File: config.mk
export PLATFORM = sky130hd
export DESIGN_NAME = ysyx_22050612_rf_wb_arbiter_flat
export DESIGN_NICKNAME = d
export VERILOG_FILES = /design/src/rtl/ysyx_22050612_rf_wb_arbiter_if.sv /design/src/rtl/ysyx_22050612_rf_wb_arbiter.sv /design/src/flat_wrapper.sv
export SDC_FILE = /design/constraint.sdc
export NUM_CORES = 1
export LEC_CHECK = 0
export BUFFER_PORTS_ARGS = -buffer_cell sky130_fd_sc_hd__buf_2
export CAP_MARGIN = 20
export CORE_UTILIZATION = 45
export CTS_CLUSTER_SIZE = 10
export DETAILED_ROUTE_END_ITERATION = 10
export GPL_ROUTABILITY_DRIVEN = 0
export PLACE_DENSITY = 0.77
export SYNTH_ARGS = -nofsm -noshare
export SYNTH_HDL_FRONTEND = slang
export SYNTH_SLANG_ARGS = --single-unit
File: constraint.sdc
create_clock -name clk -period 2.2 [get_ports clk]
set_input_delay 0.44 -clock clk [delete_from_list [all_inputs] [get_ports clk]]
set_output_delay 0.44 -clock clk [all_outputs]
set_load 0.005 [all_outputs]
File: src/rtl/ysyx_22050612_rf_wb_arbiter_if.sv
// Writeback bus between the EXU/LSU requesters, decode and the shared register-file write port.
// Forwarding signals exist only when YSYX_22050612_WB_FWD_EN is defined.
interface ysyx_22050612_rf_wb_arbiter_if #(
  parameter int unsigned ADDR_WIDTH = 5,
  parameter int unsigned DATA_WIDTH = 32
);
  localparam int unsigned NumRegs = 1 << ADDR_WIDTH;

  logic                  exu_valid;
  logic                  exu_ready;
  logic [ADDR_WIDTH-1:0] exu_rd;
  logic [DATA_WIDTH-1:0] exu_data;
  logic                  lsu_valid;
  logic                  lsu_ready;
  logic [ADDR_WIDTH-1:0] lsu_rd;
  logic [DATA_WIDTH-1:0] lsu_data;
  logic                  alloc_en;
  logic [ADDR_WIDTH-1:0] alloc_rd;
  logic [NumRegs-1:0]    busy;
  logic                  idle;
  logic                  rf_wen;
  logic [ADDR_WIDTH-1:0] rf_waddr;
  logic [DATA_WIDTH-1:0] rf_wdata;
`ifdef YSYX_22050612_WB_FWD_EN
  logic [ADDR_WIDTH-1:0] rs1;
  logic [ADDR_WIDTH-1:0] rs2;
  logic                  fwd1_hit;
  logic                  fwd2_hit;
  logic [DATA_WIDTH-1:0] fwd1_data;
  logic [DATA_WIDTH-1:0] fwd2_data;
`endif

  // Arbiter side.
  modport slave (
    input  exu_valid, exu_rd, exu_data,
    input  lsu_valid, lsu_rd, lsu_data,
    input  alloc_en, alloc_rd,
    output exu_ready, lsu_ready,
    output busy, idle,
    output rf_wen, rf_waddr, rf_wdata
`ifdef YSYX_22050612_WB_FWD_EN
    ,
    input  rs1, rs2,
    output fwd1_hit, fwd2_hit, fwd1_data, fwd2_data
`endif
  );

  // Requester / decode side.
  modport master (
    output exu_valid, exu_rd, exu_data,
    output lsu_valid, lsu_rd, lsu_data,
    output alloc_en, alloc_rd,
    input  exu_ready, lsu_ready,
    input  busy, idle,
    input  rf_wen, rf_waddr, rf_wdata
`ifdef YSYX_22050612_WB_FWD_EN
    ,
    output rs1, rs2,
    input  fwd1_hit, fwd2_hit, fwd1_data, fwd2_data
`endif
  );

endinterface

File: src/rtl/ysyx_22050612_rf_wb_arbiter.sv
// Round-robin EXU/LSU arbiter for the single register-file write port, with a busy scoreboard.
// Optional decode bypass of the in-flight write under YSYX_22050612_WB_FWD_EN.
module ysyx_22050612_rf_wb_arbiter #(
  parameter int unsigned ADDR_WIDTH = 5,
  parameter int unsigned DATA_WIDTH = 32
) (
  input logic                         clk,
  input logic                         rst,
  ysyx_22050612_rf_wb_arbiter_if.slave wb
);
  localparam int unsigned NumRegs = 1 << ADDR_WIDTH;

  typedef enum logic {GrantExu, GrantLsu} grant_e;

  grant_e                last_grant_q, last_grant_d;
  logic                  rf_wen_q, rf_wen_d;
  logic [ADDR_WIDTH-1:0] rf_waddr_q, rf_waddr_d;
  logic [DATA_WIDTH-1:0] rf_wdata_q, rf_wdata_d;
  logic [NumRegs-1:0]    busy_q, busy_d;

  logic                  grant_exu, grant_lsu, xfer;
  logic [ADDR_WIDTH-1:0] win_rd;
  logic [DATA_WIDTH-1:0] win_data;
  logic [NumRegs-1:0]    clr_vec, set_vec;

  // Ties go to whoever did not win last; nothing is granted while in reset.
  always_comb begin
    grant_exu = 1'b0;
    grant_lsu = 1'b0;
    if (!rst) begin
      if (wb.exu_valid && wb.lsu_valid) begin
        if (last_grant_q == GrantLsu) grant_exu = 1'b1;
        else                          grant_lsu = 1'b1;
      end else begin
        grant_exu = wb.exu_valid;
        grant_lsu = wb.lsu_valid;
      end
    end
  end

  assign xfer     = grant_exu | grant_lsu;
  assign win_rd   = grant_lsu ? wb.lsu_rd   : wb.exu_rd;
  assign win_data = grant_lsu ? wb.lsu_data : wb.exu_data;

  always_comb begin
    last_grant_d = last_grant_q;
    rf_wen_d     = 1'b0;
    rf_waddr_d   = rf_waddr_q;
    rf_wdata_d   = rf_wdata_q;
    clr_vec      = '0;
    set_vec      = '0;

    if (grant_lsu)      last_grant_d = GrantLsu;
    else if (grant_exu) last_grant_d = GrantExu;

    // x0 writes are consumed but never reach the register file.
    if (xfer && (win_rd != '0)) begin
      rf_wen_d         = 1'b1;
      rf_waddr_d       = win_rd;
      rf_wdata_d       = win_data;
      clr_vec[win_rd]  = 1'b1;
    end

    if (wb.alloc_en && (wb.alloc_rd != '0)) begin
      set_vec[wb.alloc_rd] = 1'b1;
    end

    // Set after clear: a fresh allocation outranks the retiring older producer.
    busy_d    = (busy_q & ~clr_vec) | set_vec;
    busy_d[0] = 1'b0;
  end

  always_ff @(posedge clk) begin
    if (rst) begin
      last_grant_q <= GrantLsu;
      rf_wen_q     <= 1'b0;
      rf_waddr_q   <= '0;
      rf_wdata_q   <= '0;
      busy_q       <= '0;
    end else begin
      last_grant_q <= last_grant_d;
      rf_wen_q     <= rf_wen_d;
      rf_waddr_q   <= rf_waddr_d;
      rf_wdata_q   <= rf_wdata_d;
      busy_q       <= busy_d;
    end
  end

  assign wb.exu_ready = grant_exu;
  assign wb.lsu_ready = grant_lsu;
  assign wb.busy      = busy_q;
  assign wb.idle      = (busy_q == '0) && !rf_wen_q;
  assign wb.rf_wen    = rf_wen_q;
  assign wb.rf_waddr  = rf_waddr_q;
  assign wb.rf_wdata  = rf_wdata_q;

`ifdef YSYX_22050612_WB_FWD_EN
  assign wb.fwd1_hit  = rf_wen_q && (rf_waddr_q == wb.rs1) && (wb.rs1 != '0);
  assign wb.fwd2_hit  = rf_wen_q && (rf_waddr_q == wb.rs2) && (wb.rs2 != '0);
  assign wb.fwd1_data = rf_wdata_q;
  assign wb.fwd2_data = rf_wdata_q;
`endif

endmodule

File: src/flat_wrapper.sv
// flat-port wrapper written by rule: the top's interface ports become plain ports
module ysyx_22050612_rf_wb_arbiter_flat 
#(
  parameter int unsigned ADDR_WIDTH = 5,
  parameter int unsigned DATA_WIDTH = 32
)
  (clk, rst, wb_exu_valid, wb_exu_rd, wb_exu_data, wb_lsu_valid, wb_lsu_rd, wb_lsu_data, wb_alloc_en, wb_alloc_rd, wb_exu_ready, wb_lsu_ready, wb_busy, wb_idle, wb_rf_wen, wb_rf_waddr, wb_rf_wdata);
  ysyx_22050612_rf_wb_arbiter_if #(.ADDR_WIDTH(ADDR_WIDTH), .DATA_WIDTH(DATA_WIDTH)) wb_i ();
  input logic clk;
  input logic rst;
  input wire logic [$bits(wb_i.exu_valid)-1:0] wb_exu_valid;
  input wire logic [$bits(wb_i.exu_rd)-1:0] wb_exu_rd;
  input wire logic [$bits(wb_i.exu_data)-1:0] wb_exu_data;
  input wire logic [$bits(wb_i.lsu_valid)-1:0] wb_lsu_valid;
  input wire logic [$bits(wb_i.lsu_rd)-1:0] wb_lsu_rd;
  input wire logic [$bits(wb_i.lsu_data)-1:0] wb_lsu_data;
  input wire logic [$bits(wb_i.alloc_en)-1:0] wb_alloc_en;
  input wire logic [$bits(wb_i.alloc_rd)-1:0] wb_alloc_rd;
  output wire logic [$bits(wb_i.exu_ready)-1:0] wb_exu_ready;
  output wire logic [$bits(wb_i.lsu_ready)-1:0] wb_lsu_ready;
  output wire logic [$bits(wb_i.busy)-1:0] wb_busy;
  output wire logic [$bits(wb_i.idle)-1:0] wb_idle;
  output wire logic [$bits(wb_i.rf_wen)-1:0] wb_rf_wen;
  output wire logic [$bits(wb_i.rf_waddr)-1:0] wb_rf_waddr;
  output wire logic [$bits(wb_i.rf_wdata)-1:0] wb_rf_wdata;
  assign wb_i.exu_valid = wb_exu_valid;
  assign wb_i.exu_rd = wb_exu_rd;
  assign wb_i.exu_data = wb_exu_data;
  assign wb_i.lsu_valid = wb_lsu_valid;
  assign wb_i.lsu_rd = wb_lsu_rd;
  assign wb_i.lsu_data = wb_lsu_data;
  assign wb_i.alloc_en = wb_alloc_en;
  assign wb_i.alloc_rd = wb_alloc_rd;
  assign wb_exu_ready = wb_i.exu_ready;
  assign wb_lsu_ready = wb_i.lsu_ready;
  assign wb_busy = wb_i.busy;
  assign wb_idle = wb_i.idle;
  assign wb_rf_wen = wb_i.rf_wen;
  assign wb_rf_waddr = wb_i.rf_waddr;
  assign wb_rf_wdata = wb_i.rf_wdata;
  ysyx_22050612_rf_wb_arbiter #(.ADDR_WIDTH(ADDR_WIDTH), .DATA_WIDTH(DATA_WIDTH)) u_core (.clk(clk), .rst(rst), .wb(wb_i));
endmodule
Yosys cells after proc, flatten, opt, wreduce, memory -nomap -nowiden --
Index checks and enable logic that the tools add are counted.
Storage, ports and cells: flip-flop bits (word level) 71, bits in latches 0, memory bits (writable) 0, ROM bits 0, input port bits 84, output and inout port bits 73, word-level logic and storage cells 40, memories 0
Operators by class: $add $sub $neg 0, $mul 0, divide/modulo/power cells 0, order comparisons 4, equal/unequal tests 0, shift operators 0, muxes and demuxes 15, bitwise gates (word level) 4, reductions and logical operators 11
Operators with widths (count):
- $mux W32 | 3
- $and A32 B32 Y32 | 1
- $logic_not A32 Y1 | 1
- $not A32 Y32 | 1
- $or A32 B32 Y32 | 1
- $lt A5 B6 Y1 const B | 2
- $demux W1 S5 | 2
- $ge A5 B1 Y1 const B | 2
- $reduce_bool A5 Y1 | 2
- $mux W1 | 9
- $logic_and A1 B1 Y1 | 6
- $mux W5 | 1
- $reduce_or A2 Y1 | 1
- $logic_not A1 Y1 | 1
- $or A1 B1 Y1 | 1

Logic depth before layout (Yosys ltp) --
Gate-level depths: netlist of run 1.
word-level depth 12, mapped depth 8, depth with buffers taken out 6

Worst setup path before layout of run 1 --
OpenSTA, ideal clock, no wires.
kind input -> register, from in wb_lsu_valid, to reg u_core.busy_q[24], in the netlist u_core.wb.busy[24], library setup time 0.116 ns, arrival 1.790 ns, required time 2.084 ns, path slack 0.294 ns, cell stages on the path 6, path buffers 1, cell sequence a21bo_4 nor2_8 buf_6 mux2i_1 nand3_1 a31o_2
Between the ends: cells in the longest elaborated chain, start to end 12, elaborated cells on any way between the ends 18, classes of those cells 2 x order compare; 8 x mux; 4 x bitwise; 4 x reduce/logical
Ends and longest elaborated chain:
- from (decl) | line flat_wrapper.sv:14 | input wire logic [$bits(wb_i.lsu_valid)-1:0] wb_lsu_valid;
- $logic_and A1 B1 Y1 | line ysyx_22050612_rf_wb_arbiter.sv:31 | if (wb.exu_valid && wb.lsu_valid) begin
- $mux W1 | line ysyx_22050612_rf_wb_arbiter.sv:31
- $mux W1 | line ysyx_22050612_rf_wb_arbiter.sv:30 | if (!rst) begin
- $mux W5 | line ysyx_22050612_rf_wb_arbiter.sv:42 | assign win_rd = grant_lsu ? wb.lsu_rd : wb.exu_rd;
- $lt A5 B6 Y1 (implied by the code) / $ge A5 B1 Y1 (equally long branches) | line ysyx_22050612_rf_wb_arbiter.sv:61 | clr_vec[win_rd] = 1'b1;
- $logic_and A1 B1 Y1 (implied by the code) | line ysyx_22050612_rf_wb_arbiter.sv:61
- $mux W1 (implied by the code) | line ysyx_22050612_rf_wb_arbiter.sv:61
- $demux W1 S5
- $mux W32 (*) | line ysyx_22050612_rf_wb_arbiter.sv:57 | if (xfer && (win_rd != '0)) begin
- $not A32 Y32 (*) | line ysyx_22050612_rf_wb_arbiter.sv:69 | busy_d = (busy_q & ~clr_vec) | set_vec;
- $and A32 B32 Y32 (*) | line ysyx_22050612_rf_wb_arbiter.sv:69
- $or A32 B32 Y32 (*) | line ysyx_22050612_rf_wb_arbiter.sv:69
- to (signal assigned) | line ysyx_22050612_rf_wb_arbiter.sv:85 | busy_q <= busy_d;
- to (decl) | line ysyx_22050612_rf_wb_arbiter.sv:19 | logic [NumRegs-1:0] busy_q, busy_d;
Mark *: on every way between the ends. The rest lies on a longest branch, timed or not. A chain may end at the register's enable or synchronous reset.

Worst setup path in the final report of run 1 --
from reg u_core.last_grant_q, to out wb_lsu_ready
Between the ends: cells in the longest elaborated chain, start to end 3
Ends and longest elaborated chain:
- from (decl) | line ysyx_22050612_rf_wb_arbiter.sv:15 | grant_e last_grant_q, last_grant_d;
- from (signal assigned) | line ysyx_22050612_rf_wb_arbiter.sv:75 | last_grant_q <= GrantLsu;
- from (signal assigned) | line ysyx_22050612_rf_wb_arbiter.sv:81 | last_grant_q <= last_grant_d;
- $mux W1 | line ysyx_22050612_rf_wb_arbiter.sv:32 | if (last_grant_q == GrantLsu) grant_exu = 1'b1;
- $mux W1 | line ysyx_22050612_rf_wb_arbiter.sv:31
- $mux W1 | line ysyx_22050612_rf_wb_arbiter.sv:30
- to (decl) | line flat_wrapper.sv:20 | output wire logic [$bits(wb_i.lsu_ready)-1:0] wb_lsu_ready;
No other way between the ends.

==> key figures, run 1 <==
Run status
  – Outcome: completed

STA
  – Slew HR: 0.580
  – Setup violations, final: 0
  – Final sum of negative setup slack: 0 ns
  – Hold Violations, Final: 0
  – Achievable clock frequency: 489 MHz
  – Final worst path period share: 0.930
  – Slew Limit Fails: 0
  – Min setup slack post-route: 0.153 ns
  – Maximum clock skew at final layout: 0.00722 ns
  – Clock period minus worst slack: 2.05 ns
  – Slew at the pin with the worst max-slew slack: 0.623 ns
  – RSZ-0062 raised after global routing: no

Yosys
  – Post-synthesis sequential area ratio: 0.409
  – Post-synthesis sequential element count: 70
  – Post-Syn Instances: 362
  – Mux contribution to synthesized area: 0.218
  – Top-area cell type share of the netlist area: 0.409
  – Synthesized-area fraction occupied by adder cells: 0
  – Synth area leader: sky130_fd_sc_hd__dfxtp_1
  – Synth Area in Simple Gates: 0.206
  – Commonest register cell after synthesis: sky130_fd_sc_hd__dfxtp_1
  – Mapped Avg Cell Area: 9.46 um2
  – XOR/XNOR Fraction of Synth Area: 0
  – Number of warnings issued by yosys: 0
  – Compound-cell area share of the yosys netlist: 0.124
  – Post-Syn Nets: 446
  – Biggest area contributors in the synthesized netlist: sky130_fd_sc_hd__dfxtp_1 41%, sky130_fd_sc_hd__mux2i_1 20%, sky130_fd_sc_hd__nand3_1 5.7%, sky130_fd_sc_hd__nand2_1 4.5%, sky130_fd_sc_hd__a31o_2 4.3%
  – Cell area after technology mapping: 3430 um2
  – Number of distinct library cells after synthesis: 41
  – Share of flip-flops with an asynchronous set or reset: 0
  – EDFF count, synth: 0
  – Main combinational cell family by area after synthesis: multiplexers

Floorplan
  – Floorplan core area: 7290 um2
  – Die Footprint: 7970 um2
  – Floorplan die width: 89.3 um
  – Starting utilization of the core area: 0.470
  – Die height: 89.3 um
  – Core Rows: 31
  – I/O pin cnt: 157

Critical path
  – Worst r2r dst: u_core.wb.rf_wdata[17]
  – Critical setup path kind: flop to primary output
  – R2R depth: 6
  – Register-to-register setup slack: 0.30 ns
  – Critical Path End Type: primary output
  – Data arrival time of the critical path: 1.61 ns
  – Sort of element at the start of the critical path: flop
  – Critical path required time: 1.76 ns
  – Largest fanout on the critical path: 33
  – Start of the worst register-to-register path: u_core.last_grant_q

Final layout
  – Layout cell share with drive strength beyond 1: 0.400
  – Utilization of the core after routing: 0.621
  – Post-Layout Cell Count: 624
  – Filler cells: 658
  – Flip-flop and latch area: 1400 um2
  – Net total in the final layout: 604
  – Signed area change from the synthesized netlist to the final layout: 32.2%
  – Footprint of the multi-input gates: 1880 um2
  – Count of antenna diodes in the layout: 0

Clocking
  – Clock tree root driver cell: sky130_fd_sc_hd__clkbuf_8
  – Max H-tree Level: 3
  – Sinks on the clock net: 70
  – Number of hold buffers added after cts: 0
  – Postcts setup bufs: 0
  – Number of gates resized after cts: 0
  – Worst-case clock buffer depth: 2
  – Reg clk slew, reported paths: 0.08 ns
  – Later-pin clock latency in the skew report: 0.33 ns
  – Clock tree from TritonCTS: done
  – Number of buffers created by CTS: 9

Power and ir drop
  – Worst voltage drop across the vdd grid: 0.000391 V
  – Power per cell area: 696 nW/um2
  – Leakage component of the power: 2.08 nW

Drt
  – Remaining DRCs: 0
  – Routed vias: 3400
  – Detail-routed net length per standard cell: 15.3 um
  – Vias per Instance: 5.45
  – Pre-Repair DR Iteration Count: 4
  – Routed Antenna Nets: 0
  – Final Routed Wirelength: 9550 um
  – First-iteration detailed-routing DRC count: 148

Worst hold path
  – Worst hold path type: primary input to flop
  – Hold Path End: u_core.wb.rf_wdata[19]
  – Hold Startpoint: wb_exu_data[19]
  – Hold Path Depth: 3

Global route
  – Vias in the first global route: 3110
  – Initial antenna violation count: 0
  – Total global-route track usage: 0.241
  – First-pass GRT wire length: 14600 um
  – Overflow left after global routing: 0
  – Largest net degree at the start of global routing: 37

Place
  – Port buffer count: 155
  – Cell count after placement: 608
  – Detailed Place HPWL: 7240 um
  – Worst setup slack before clock tree synthesis: 0.0697 ns

Job
  – Total of max-cap violations: 0
layout by cell type (no fill, tap or decap), drive strengths merged, types with 8 or more instances in the layout:
cell type and instances:
clkbuf 10, nand2 41, dfxtp 70, mux2i 70
buf 165, nor4 8, nor2 33, nand3 39
a32o 11, a31o 22
layout make-up:
type	count	area share
multi-input combinational	269	0.415
clock buffer	10	0.0282
inverter	5	0.00525
sequential	70	0.309
clock inverter	6	0.0243
tap	99	0.0273
timing repair buffer	165	0.191
critical path: stages, from the launching register on:
cell and delay (ns):
sky130_fd_sc_hd__dfxtp_1 0.35, sky130_fd_sc_hd__a21bo_4 0.25, sky130_fd_sc_hd__nor2_8 0.22, sky130_fd_sc_hd__buf_12 0.27, sky130_fd_sc_hd__buf_2 0.16
registers in the layout (all words and copies together) (netlist names):
register and cells:
u_core.last_grant_q 1, u_core.wb.rf_waddr 5, u_core.wb.rf_wen 1, u_core.wb.rf_wdata 32
u_core.wb.busy 31
synth_stat cells (2+ instances only):
master / instances
sky130_fd_sc_hd__dfxtp_1: 70
sky130_fd_sc_hd__inv_1: 3
sky130_fd_sc_hd__a31o_2: 17
sky130_fd_sc_hd__o21ai_1: 2
sky130_fd_sc_hd__mux2i_1: 69
sky130_fd_sc_hd__buf_4: 2
sky130_fd_sc_hd__nand3_1: 39
sky130_fd_sc_hd__a32o_1: 11
sky130_fd_sc_hd__mux2_2: 2
sky130_fd_sc_hd__a31o_1: 5
sky130_fd_sc_hd__o21ai_0: 4
sky130_fd_sc_hd__nor3_1: 2
sky130_fd_sc_hd__buf_2: 4
sky130_fd_sc_hd__nand2b_1: 7
sky130_fd_sc_hd__nand4_1: 7
sky130_fd_sc_hd__clkbuf_1: 8
sky130_fd_sc_hd__nor2b_1: 2
sky130_fd_sc_hd__a21oi_1: 2
sky130_fd_sc_hd__or2_2: 2
sky130_fd_sc_hd__nor4_1: 8
sky130_fd_sc_hd__nor2_1: 32
sky130_fd_sc_hd__and3_1: 3
sky130_fd_sc_hd__buf_8: 3
sky130_fd_sc_hd__nand2_1: 41
per-stage QoR:
stage | hold WS [ns] | instance area [um2] | power [mW]
floorplan | 0.451 | 3430 | 1.71
global placement | 0.439 | 4290 | 1.93
detailed placement | 0.444 | 4290 | 1.95
CTS | 0.374 | 4530 | 3.17
global route | 0.384 | 4530 | 3.29
finish | 0.377 | 4530 | 3.15
layer usage:
metal / wire length, um / global-route usage
met5: 0 / 0
met3: 574 / 0.0416
met4: 260 / 0.0967
met2: 4640 / 0.409
met1: 4080 / 0.304
worst max path at each step:
| stage | from | to | slack, ns | depth (start not counted) |
|---|---|---|---|---|
| after floorplan | wb_lsu_valid | u_core.wb.busy[24] | 0.29 | 6 |
| after global placement | wb_exu_valid | u_core.wb.rf_waddr[0] | 0.09 | 7 |
| after detailed placement | wb_exu_valid | u_core.wb.rf_waddr[0] | 0.07 | 7 |
| after CTS | u_core.last_grant_q | wb_lsu_ready | 0.13 | 4 |
| after global routing | u_core.last_grant_q | wb_lsu_ready | 0.07 | 4 |
| final | u_core.last_grant_q | wb_lsu_ready | 0.15 | 4 |
cells by family (layout without fill, tap and decap cells):
logic type      count (synthesis)  count (layout)
other cells                     1               1
compound gates                 48              48
flops                          70              70
mux                            73              73
buf+inv                        23             186
simple gates                  147             147
power by group:
| group | internal, mW | switching (mW) | total (mW) | leakage [nW] |
|---|---|---|---|---|
| registers | 1.35 | 0.0449 | 1.40 | 0.576 |
| clock network | 0.752 | 0.483 | 1.24 | 0.112 |
| logic | 0.247 | 0.276 | 0.524 | 1.40 |
(Power assumes the default switching activity.)
==> run 2: changes to the inputs <==
--- a/config.mk
+++ b/config.mk
@@ -10,2 +10,3 @@
 export CORE_UTILIZATION = 45
+export CTS_BUF_LIST = sky130_fd_sc_hd__clkbuf_4 sky130_fd_sc_hd__clkbuf_8
 export CTS_CLUSTER_SIZE = 10
==> constraint.sdc (replaced) <==
create_clock -name clk -period 2.2 [get_ports clk]
set_input_delay 0 -clock clk [delete_from_list [all_inputs] [get_ports clk]]
set_output_delay 0 -clock clk [all_outputs]
set_load 0.1 [all_outputs]
==> key figures, run 2 (synthesis gave the netlist of run 1 again) <==
Critical path
  – Largest fanout on the critical path: 33 (unchanged)
  – Sequence of cells on the critical path: a21bo_4 -> nor2_8 -> buf_4 -> buf_4 (was a21bo_4 -> nor2_8 -> buf_12 -> buf_2)
  – Highest cell delay on the worst timing path: 0.51 ns (was 0.35 ns)
  – Cell type group with the largest total delay on the critical path: buffers and inverters (unchanged)
  – Critical path required time: 2.20 ns (was 1.76 ns)
  – Critical setup path kind: flop to primary output (unchanged)
  – Worst path slowest cell: sky130_fd_sc_hd__buf_4 (was sky130_fd_sc_hd__dfxtp_1)
  – Critical Path End Type: primary output (unchanged)
  – Data arrival time of the critical path: 2.08 ns (was 1.61 ns)
  – Sort of element at the start of the critical path: flop (unchanged)
  – Total buffers and inverters traversed by the critical path: 2 (unchanged)
  – Library cell appearing most often on the critical path: sky130_fd_sc_hd__buf_4

Power and ir drop
  – Leakage component of the power: 2.32 nW (was 2.08 nW)
  – Tot Pwr: 3.61 mW (was 3.15 mW)
  – Worst voltage drop across the vdd grid: 0.000534 V (was 0.000391 V)
  – Power per cell area: 709 nW/um2 (was 696 nW/um2)

Drt
  – Pre-Repair DR Iteration Count: 5 (was 4)
  – Vias per Instance: 5.47 (was 5.45)
  – First-iteration detailed-routing DRC count: 258 (was 148)
  – Routed Antenna Nets: 0 (unchanged)
  – Final Routed Wirelength: 11400 um (was 9550 um)
  – Detail-routed net length per standard cell: 16.6 um (was 15.3 um)
  – Remaining DRCs: 0 (unchanged)
  – Routed vias: 3753 (was 3400)

STA
  – RSZ-0062 raised after global routing: no (unchanged)
  – Maximum clock skew at final layout: 0.00910 ns (was 0.00722 ns)
  – Slew at the pin with the worst max-slew slack: 0.603 ns (was 0.623 ns)
  – Hold Violations, Final: 0 (unchanged)
  – Slew HR: 0.594 (was 0.580)
  – Setup violations, final: 0 (unchanged)
  – Final worst path period share: 0.944 (was 0.930)
  – Clock period minus worst slack: 2.08 ns (was 2.05 ns)
  – Final sum of negative setup slack: 0 ns (unchanged)
  – Achievable clock frequency: 482 MHz (was 489 MHz)
  – Slew Limit Fails: 0 (unchanged)

Global route
  – Met1 GRT Util: 0.335 (was 0.304)
  – First-pass GRT wire length: 17100 um (was 14600 um)
  – Largest net degree at the start of global routing: 36 (was 37)
  – Vias in the first global route: 3655 (was 3110)
  – Grt met2 use: 0.455 (was 0.409)
  – Total global-route track usage: 0.287 (was 0.241)
  – Overflow left after global routing: 0 (unchanged)
  – Most Used Layer, Global Route: met2 (unchanged)
  – Routing usage on met3: 0.0665 (was 0.0416)
  – Initial antenna violation count: 1 (was 0)

Final layout
  – Commonest cells after routing, fill and taps aside: 154 x sky130_fd_sc_hd__buf_2, 70 x sky130_fd_sc_hd__dfxtp_1, 69 x sky130_fd_sc_hd__mux2i_1, 63 x sky130_fd_sc_hd__dlygate4sd3_1, 41 x sky130_fd_sc_hd__nand2_1 (was 155 x sky130_fd_sc_hd__buf_2, 70 x sky130_fd_sc_hd__dfxtp_1, 69 x sky130_fd_sc_hd__mux2i_1, 41 x sky130_fd_sc_hd__nand2_1, 39 x sky130_fd_sc_hd__nand3_1)
  – Filler cells: 597 (was 658)
  – Footprint of the multi-input gates: 1880 um2 (about the same)
  – Flip-flop and latch area: 1400 um2 (unchanged)
  – Commonest non-fill, non-tap cell in the layout: sky130_fd_sc_hd__buf_2 (unchanged)
  – Post-Layout Cell Count: 686 (was 624)
  – Signed area change from the synthesized netlist to the final layout: 48.5% (was 32.2%)
  – Layout cell share with drive strength beyond 1: 0.358 (was 0.400)
  – Max reg flops: 32 (unchanged)
  – Net total in the final layout: 666 (was 604)

Floorplan
  – Core Rows: 31 (unchanged)
  – Die Footprint: 7970 um2 (unchanged)
  – Die height: 89.3 um (unchanged)
  – Starting utilization of the core area: 0.470 (unchanged)
  – Floorplan die width: 89.3 um (unchanged)
  – I/O pin cnt: 157 (unchanged)
  – Floorplan core area: 7290 um2 (unchanged)

Clocking
  – Clock tree root driver cell: sky130_fd_sc_hd__clkbuf_8 (unchanged)
  – Reg clk slew, reported paths: 0.07 ns (was 0.08 ns)
  – Number of buffers created by CTS: 9 (unchanged)
  – Later-pin clock latency in the skew report: 0.34 ns (was 0.33 ns)
  – Worst-case clock buffer depth: 2 (unchanged)
  – Clock tree from TritonCTS: done (unchanged)
  – Sinks on the clock net: 70 (unchanged)
  – Max H-tree Level: 3 (unchanged)

Run status
  – Outcome: completed (unchanged)

Place
  – Port buffer count: 155 (unchanged)
  – Detailed Place HPWL: 7010 um (was 7240 um)
  – Cell count after placement: 607 (was 608)

Job
  – Total of max-cap violations: 0 (unchanged)

Worst hold path
  – Worst hold path type: primary input to flop (unchanged)
-- run 2: cell count changes in the layout (fill, tap and decap cells not counted), sizes merged --
cell	before	now
clkinvlp	2	0
diode	0	1
buf	165	164
clkbuf	10	14
dlygate4sd3	0	63
bufinv	3	0
-- run 2: layer usage --
layer / part of all wire / routed length (um)
met2: 0.47 / 5370
met1: 0.41 / 4650
met4: 0.064 / 725
met3: 0.055 / 629
met5: 0 / 0
-- run 2: final timing paths --
kind | from | to | slack, ns | cells past startpoint
max | u_core.last_grant_q | wb_lsu_ready | 0.12 | 4
min | wb_lsu_rd[4] | u_core.wb.rf_waddr[4] | 0.02 | 3
max reg2reg | u_core.last_grant_q | u_core.wb.rf_wdata[26] | 0.30 | 6
min reg2reg | u_core.wb.rf_wdata[11] | u_core.wb.rf_wdata[11] | 0.46 | 2
-- run 2: layout make-up --
cell class / instances / area share
repair buffers: 227 / 0.290
diodes: 1 / 0.000492
well taps: 99 / 0.0243
inverters: 5 / 0.00467
clock inverters: 1 / 0.000984
flip-flops and latches: 70 / 0.275
multi-input cells: 269 / 0.370
clock buffers: 14 / 0.0342
-- run 2: timing repair --
| item | 4_1_cts | 5_1_grt |
|---|---|---|
| endpoints found under the hold margin | 32 | 0 |
| gates resized for setup | 1 | 0 |
| hold buffers | 63 | 0 |
| setup endpoints to repair | 1 | 0 |
| buffers inserted | 0 | 0 |
-- run 2: power breakdown --
group,switching (mW),internal [mW]
Sequential,0.0469,1.35
Combinational,0.936,0.319
Clock,0.452,0.502
Total,1.43,2.17
-- run 2: metrics by stage --
| step | worst slack [ns] | instance area (um2) | hold WS (ns) | utilization |
|---|---|---|---|---|
| final | 0.124 | 5090 | 0.0243 | 0.698 |
| after global routing | 0.0333 | 5090 | 0.0240 | 0.698 |
| after CTS | 0.126 | 5090 | 0.00302 | 0.697 |
| after detailed placement | 0.316 | 4270 | 0.294 | 0.586 |
| after global placement | 0.388 | 4270 | 0.280 | 0.586 |
| after floorplan | 0.228 | 3430 | 0.163 | - |
-- run 2: tightest hold or removal path, stage by stage --
cell and delay, ns:
sky130_fd_sc_hd__buf_2 0.12, sky130_fd_sc_hd__mux2i_1 0.08, sky130_fd_sc_hd__mux2i_1 0.12
==> run 3: changes to the inputs <==
Clock period 2.2 ns to 1.95 ns, I/O delays scaled along.
==> key figures, run 3 (synthesis gave the netlist of run 1 again) <==
Floorplan
  – Floorplan die width: 89.3 um (unchanged)
  – Die Footprint: 7970 um2 (unchanged)
  – Core Rows: 31 (unchanged)
  – Starting utilization of the core area: 0.470 (unchanged)
  – Floorplan core area: 7290 um2 (unchanged)
  – Die height: 89.3 um (unchanged)
  – I/O pin cnt: 157 (unchanged)

Place
  – Detailed Place HPWL: 7370 um (was 7010 um)
  – Port buffer count: 155 (unchanged)
  – Cell count after placement: 608 (was 607)
  – Placed Instance Area: 4320 um2 (was 4270 um2)

Power and ir drop
  – Worst voltage drop across the vdd grid: 0.000428 V (was 0.000534 V)
  – Power per cell area: 825 nW/um2 (was 709 nW/um2)
  – Leakage component of the power: 2.35 nW (was 2.32 nW)

Global route
  – Overflow left after global routing: 0 (unchanged)
  – Largest net degree at the start of global routing: 36 (unchanged)
  – Vias in the first global route: 3851 (was 3655)
  – Total global-route track usage: 0.302 (was 0.287)
  – First-pass GRT wire length: 17900 um (was 17100 um)
  – Initial antenna violation count: 2 (was 1)

Drt
  – Vias per Instance: 5.61 (was 5.47)
  – Final Routed Wirelength: 11800 um (was 11400 um)
  – Routed Antenna Nets: 0 (unchanged)
  – Pre-Repair DR Iteration Count: 4 (was 5)
  – Remaining DRCs: 0 (unchanged)
  – First-iteration detailed-routing DRC count: 247 (was 258)
  – Routed vias: 3855 (was 3753)
  – Detail-routed net length per standard cell: 17.1 um (was 16.6 um)

STA
  – Final sum of negative setup slack: 0 ns (unchanged)
  – RSZ-0062 raised after global routing: no (unchanged)
  – Setup violations, final: 0 (unchanged)
  – Slew HR: 0.603 (was 0.594)
  – Slew Limit Fails: 0 (unchanged)
  – Achievable clock frequency: 538 MHz
  – Worst hold slack after final layout: -0.00840 ns (was 0.0243 ns)
  – Slew at the pin with the worst max-slew slack: 0.589 ns (was 0.603 ns)
  – Clock period minus worst slack: 1.86 ns
  – Maximum clock skew at final layout: 0.00590 ns (was 0.00910 ns)
  – Hold Violations, Final: 1 (was 0)
  – Final worst path period share: 0.954

Final layout
  – Commonest cells after routing, fill and taps aside: 152 x sky130_fd_sc_hd__buf_2, 70 x sky130_fd_sc_hd__dfxtp_1, 69 x sky130_fd_sc_hd__mux2i_1, 60 x sky130_fd_sc_hd__dlygate4sd3_1, 41 x sky130_fd_sc_hd__nand2_1 (was 154 x sky130_fd_sc_hd__buf_2, 70 x sky130_fd_sc_hd__dfxtp_1, 69 x sky130_fd_sc_hd__mux2i_1, 63 x sky130_fd_sc_hd__dlygate4sd3_1, 41 x sky130_fd_sc_hd__nand2_1)
  – Post-Layout Cell Count: 687 (was 686)
  – Signed area change from the synthesized netlist to the final layout: 50.8% (was 48.5%)
  – Final cell area excluding filler cells: 5160 um2 (was 5090 um2)
  – Commonest non-fill, non-tap cell in the layout: sky130_fd_sc_hd__buf_2 (unchanged)
  – Net total in the final layout: 666 (unchanged)
  – Max reg flops: 32 (unchanged)
  – Layout cell share with drive strength beyond 1: 0.366 (was 0.358)

Clocking
  – Sinks on the clock net: 70 (unchanged)
  – Clock tree root driver cell: sky130_fd_sc_hd__clkbuf_8 (unchanged)
  – Worst-case clock buffer depth: 2 (unchanged)
  – Reg clk slew, reported paths: 0.07 ns (about the same)
  – Number of buffers created by CTS: 9 (unchanged)
  – Max H-tree Level: 3 (unchanged)
  – Clock tree from TritonCTS: done (unchanged)
  – Later-pin clock latency in the skew report: 0.35 ns (was 0.34 ns)

Worst hold path
  – Worst hold path type: primary input to flop (unchanged)

Job
  – Total of max-cap violations: 0 (unchanged)

Critical path
  – Sort of element at the start of the critical path: flop (unchanged)
  – Largest fanout on the critical path: 35 (was 33)
  – Critical setup path kind: flop to flop (was flop to primary output)
  – Critical path required time: 2.23 ns (was 2.20 ns)
  – Data arrival time of the critical path: 2.14 ns (was 2.08 ns)
  – Critical Path End Type: flop (was primary output)

Run status
  – Outcome: complete, but fails checks (was completed)
  – Failing checks: hold timing
## run 3: cell count changes in the layout (fill, tap and decap cells not counted), moves of 2 or more
cell and delta:
sky130_fd_sc_hd__dlygate4sd3_1 -3, sky130_fd_sc_hd__nor2_4 +2, sky130_fd_sc_hd__buf_12 +2, sky130_fd_sc_hd__buf_2 -2
## run 3: worst max-delay path, cell delays in order, from the launching register on
cell	delay, ns
sky130_fd_sc_hd__dfxtp_1	0.36
sky130_fd_sc_hd__a21bo_4	0.28
sky130_fd_sc_hd__nor2_8	0.21
sky130_fd_sc_hd__mux2i_4	0.29
sky130_fd_sc_hd__a21o_4	0.20
sky130_fd_sc_hd__clkinv_8	0.19
sky130_fd_sc_hd__mux2i_1	0.23
## run 3: worst paths after layout
check                           endpoint  cells past startpoint                   start  slack, ns
hold / removal    u_core.wb.rf_wdata[28]                      3         wb_exu_data[28]     -0.008
setup reg to reg  u_core.wb.rf_wdata[20]                      6     u_core.last_grant_q       0.09
hold reg to reg   u_core.wb.rf_wdata[31]                      2  u_core.wb.rf_wdata[31]       0.45
setup / recovery  u_core.wb.rf_wdata[20]                      6     u_core.last_grant_q       0.09
## run 3: power breakdown
part	total, mW	internal [mW]	switching (mW)
logic	1.45	0.374	1.07
registers	1.58	1.52	0.0537
clock network	1.24	0.688	0.548
## run 3: per-stage QoR
step	util	setup slack, ns	hold WS [ns]	total power, mW
finish	0.708	0.0906	-0.00840	4.26
global route	0.708	0.00280	0.0186	4.41
CTS	0.704	0.0499	0.00000658	4.23
detailed placement	0.592	0.0160	0.292	2.92
global placement	0.592	0.0824	0.279	2.90
floorplan	-	0.0698	0.163	2.65
## run 3: cell type report
type                    instances  area [um2]
well taps                      99         124
repair buffers                226        1500
fillers                       573        2130
inverters                       5        31.3
multi-input cells             270        1900
clock inverters                 3        42.5
diodes                          1        2.50
clock buffers                  13         166
flip-flops and latches         70        1400
## run 3: metal layers
metal,vias up,share of wire,GRT usage
met5,-,0.0010,0
met4,2,0.050,0.227
met3,64,0.070,0.0683
met2,195,0.49,0.519
met1,1814,0.39,0.326
li1,1780,-,-
## run 3: timing repair
action                     4_1_cts  5_1_grt
gates cloned                     0        1
pin swaps                        0        1
hold endpoints to repair        31        0
hold buffers                    60        0
setup endpoints to repair        3       36
setup buffers                    0        1
resized for setup                2        3
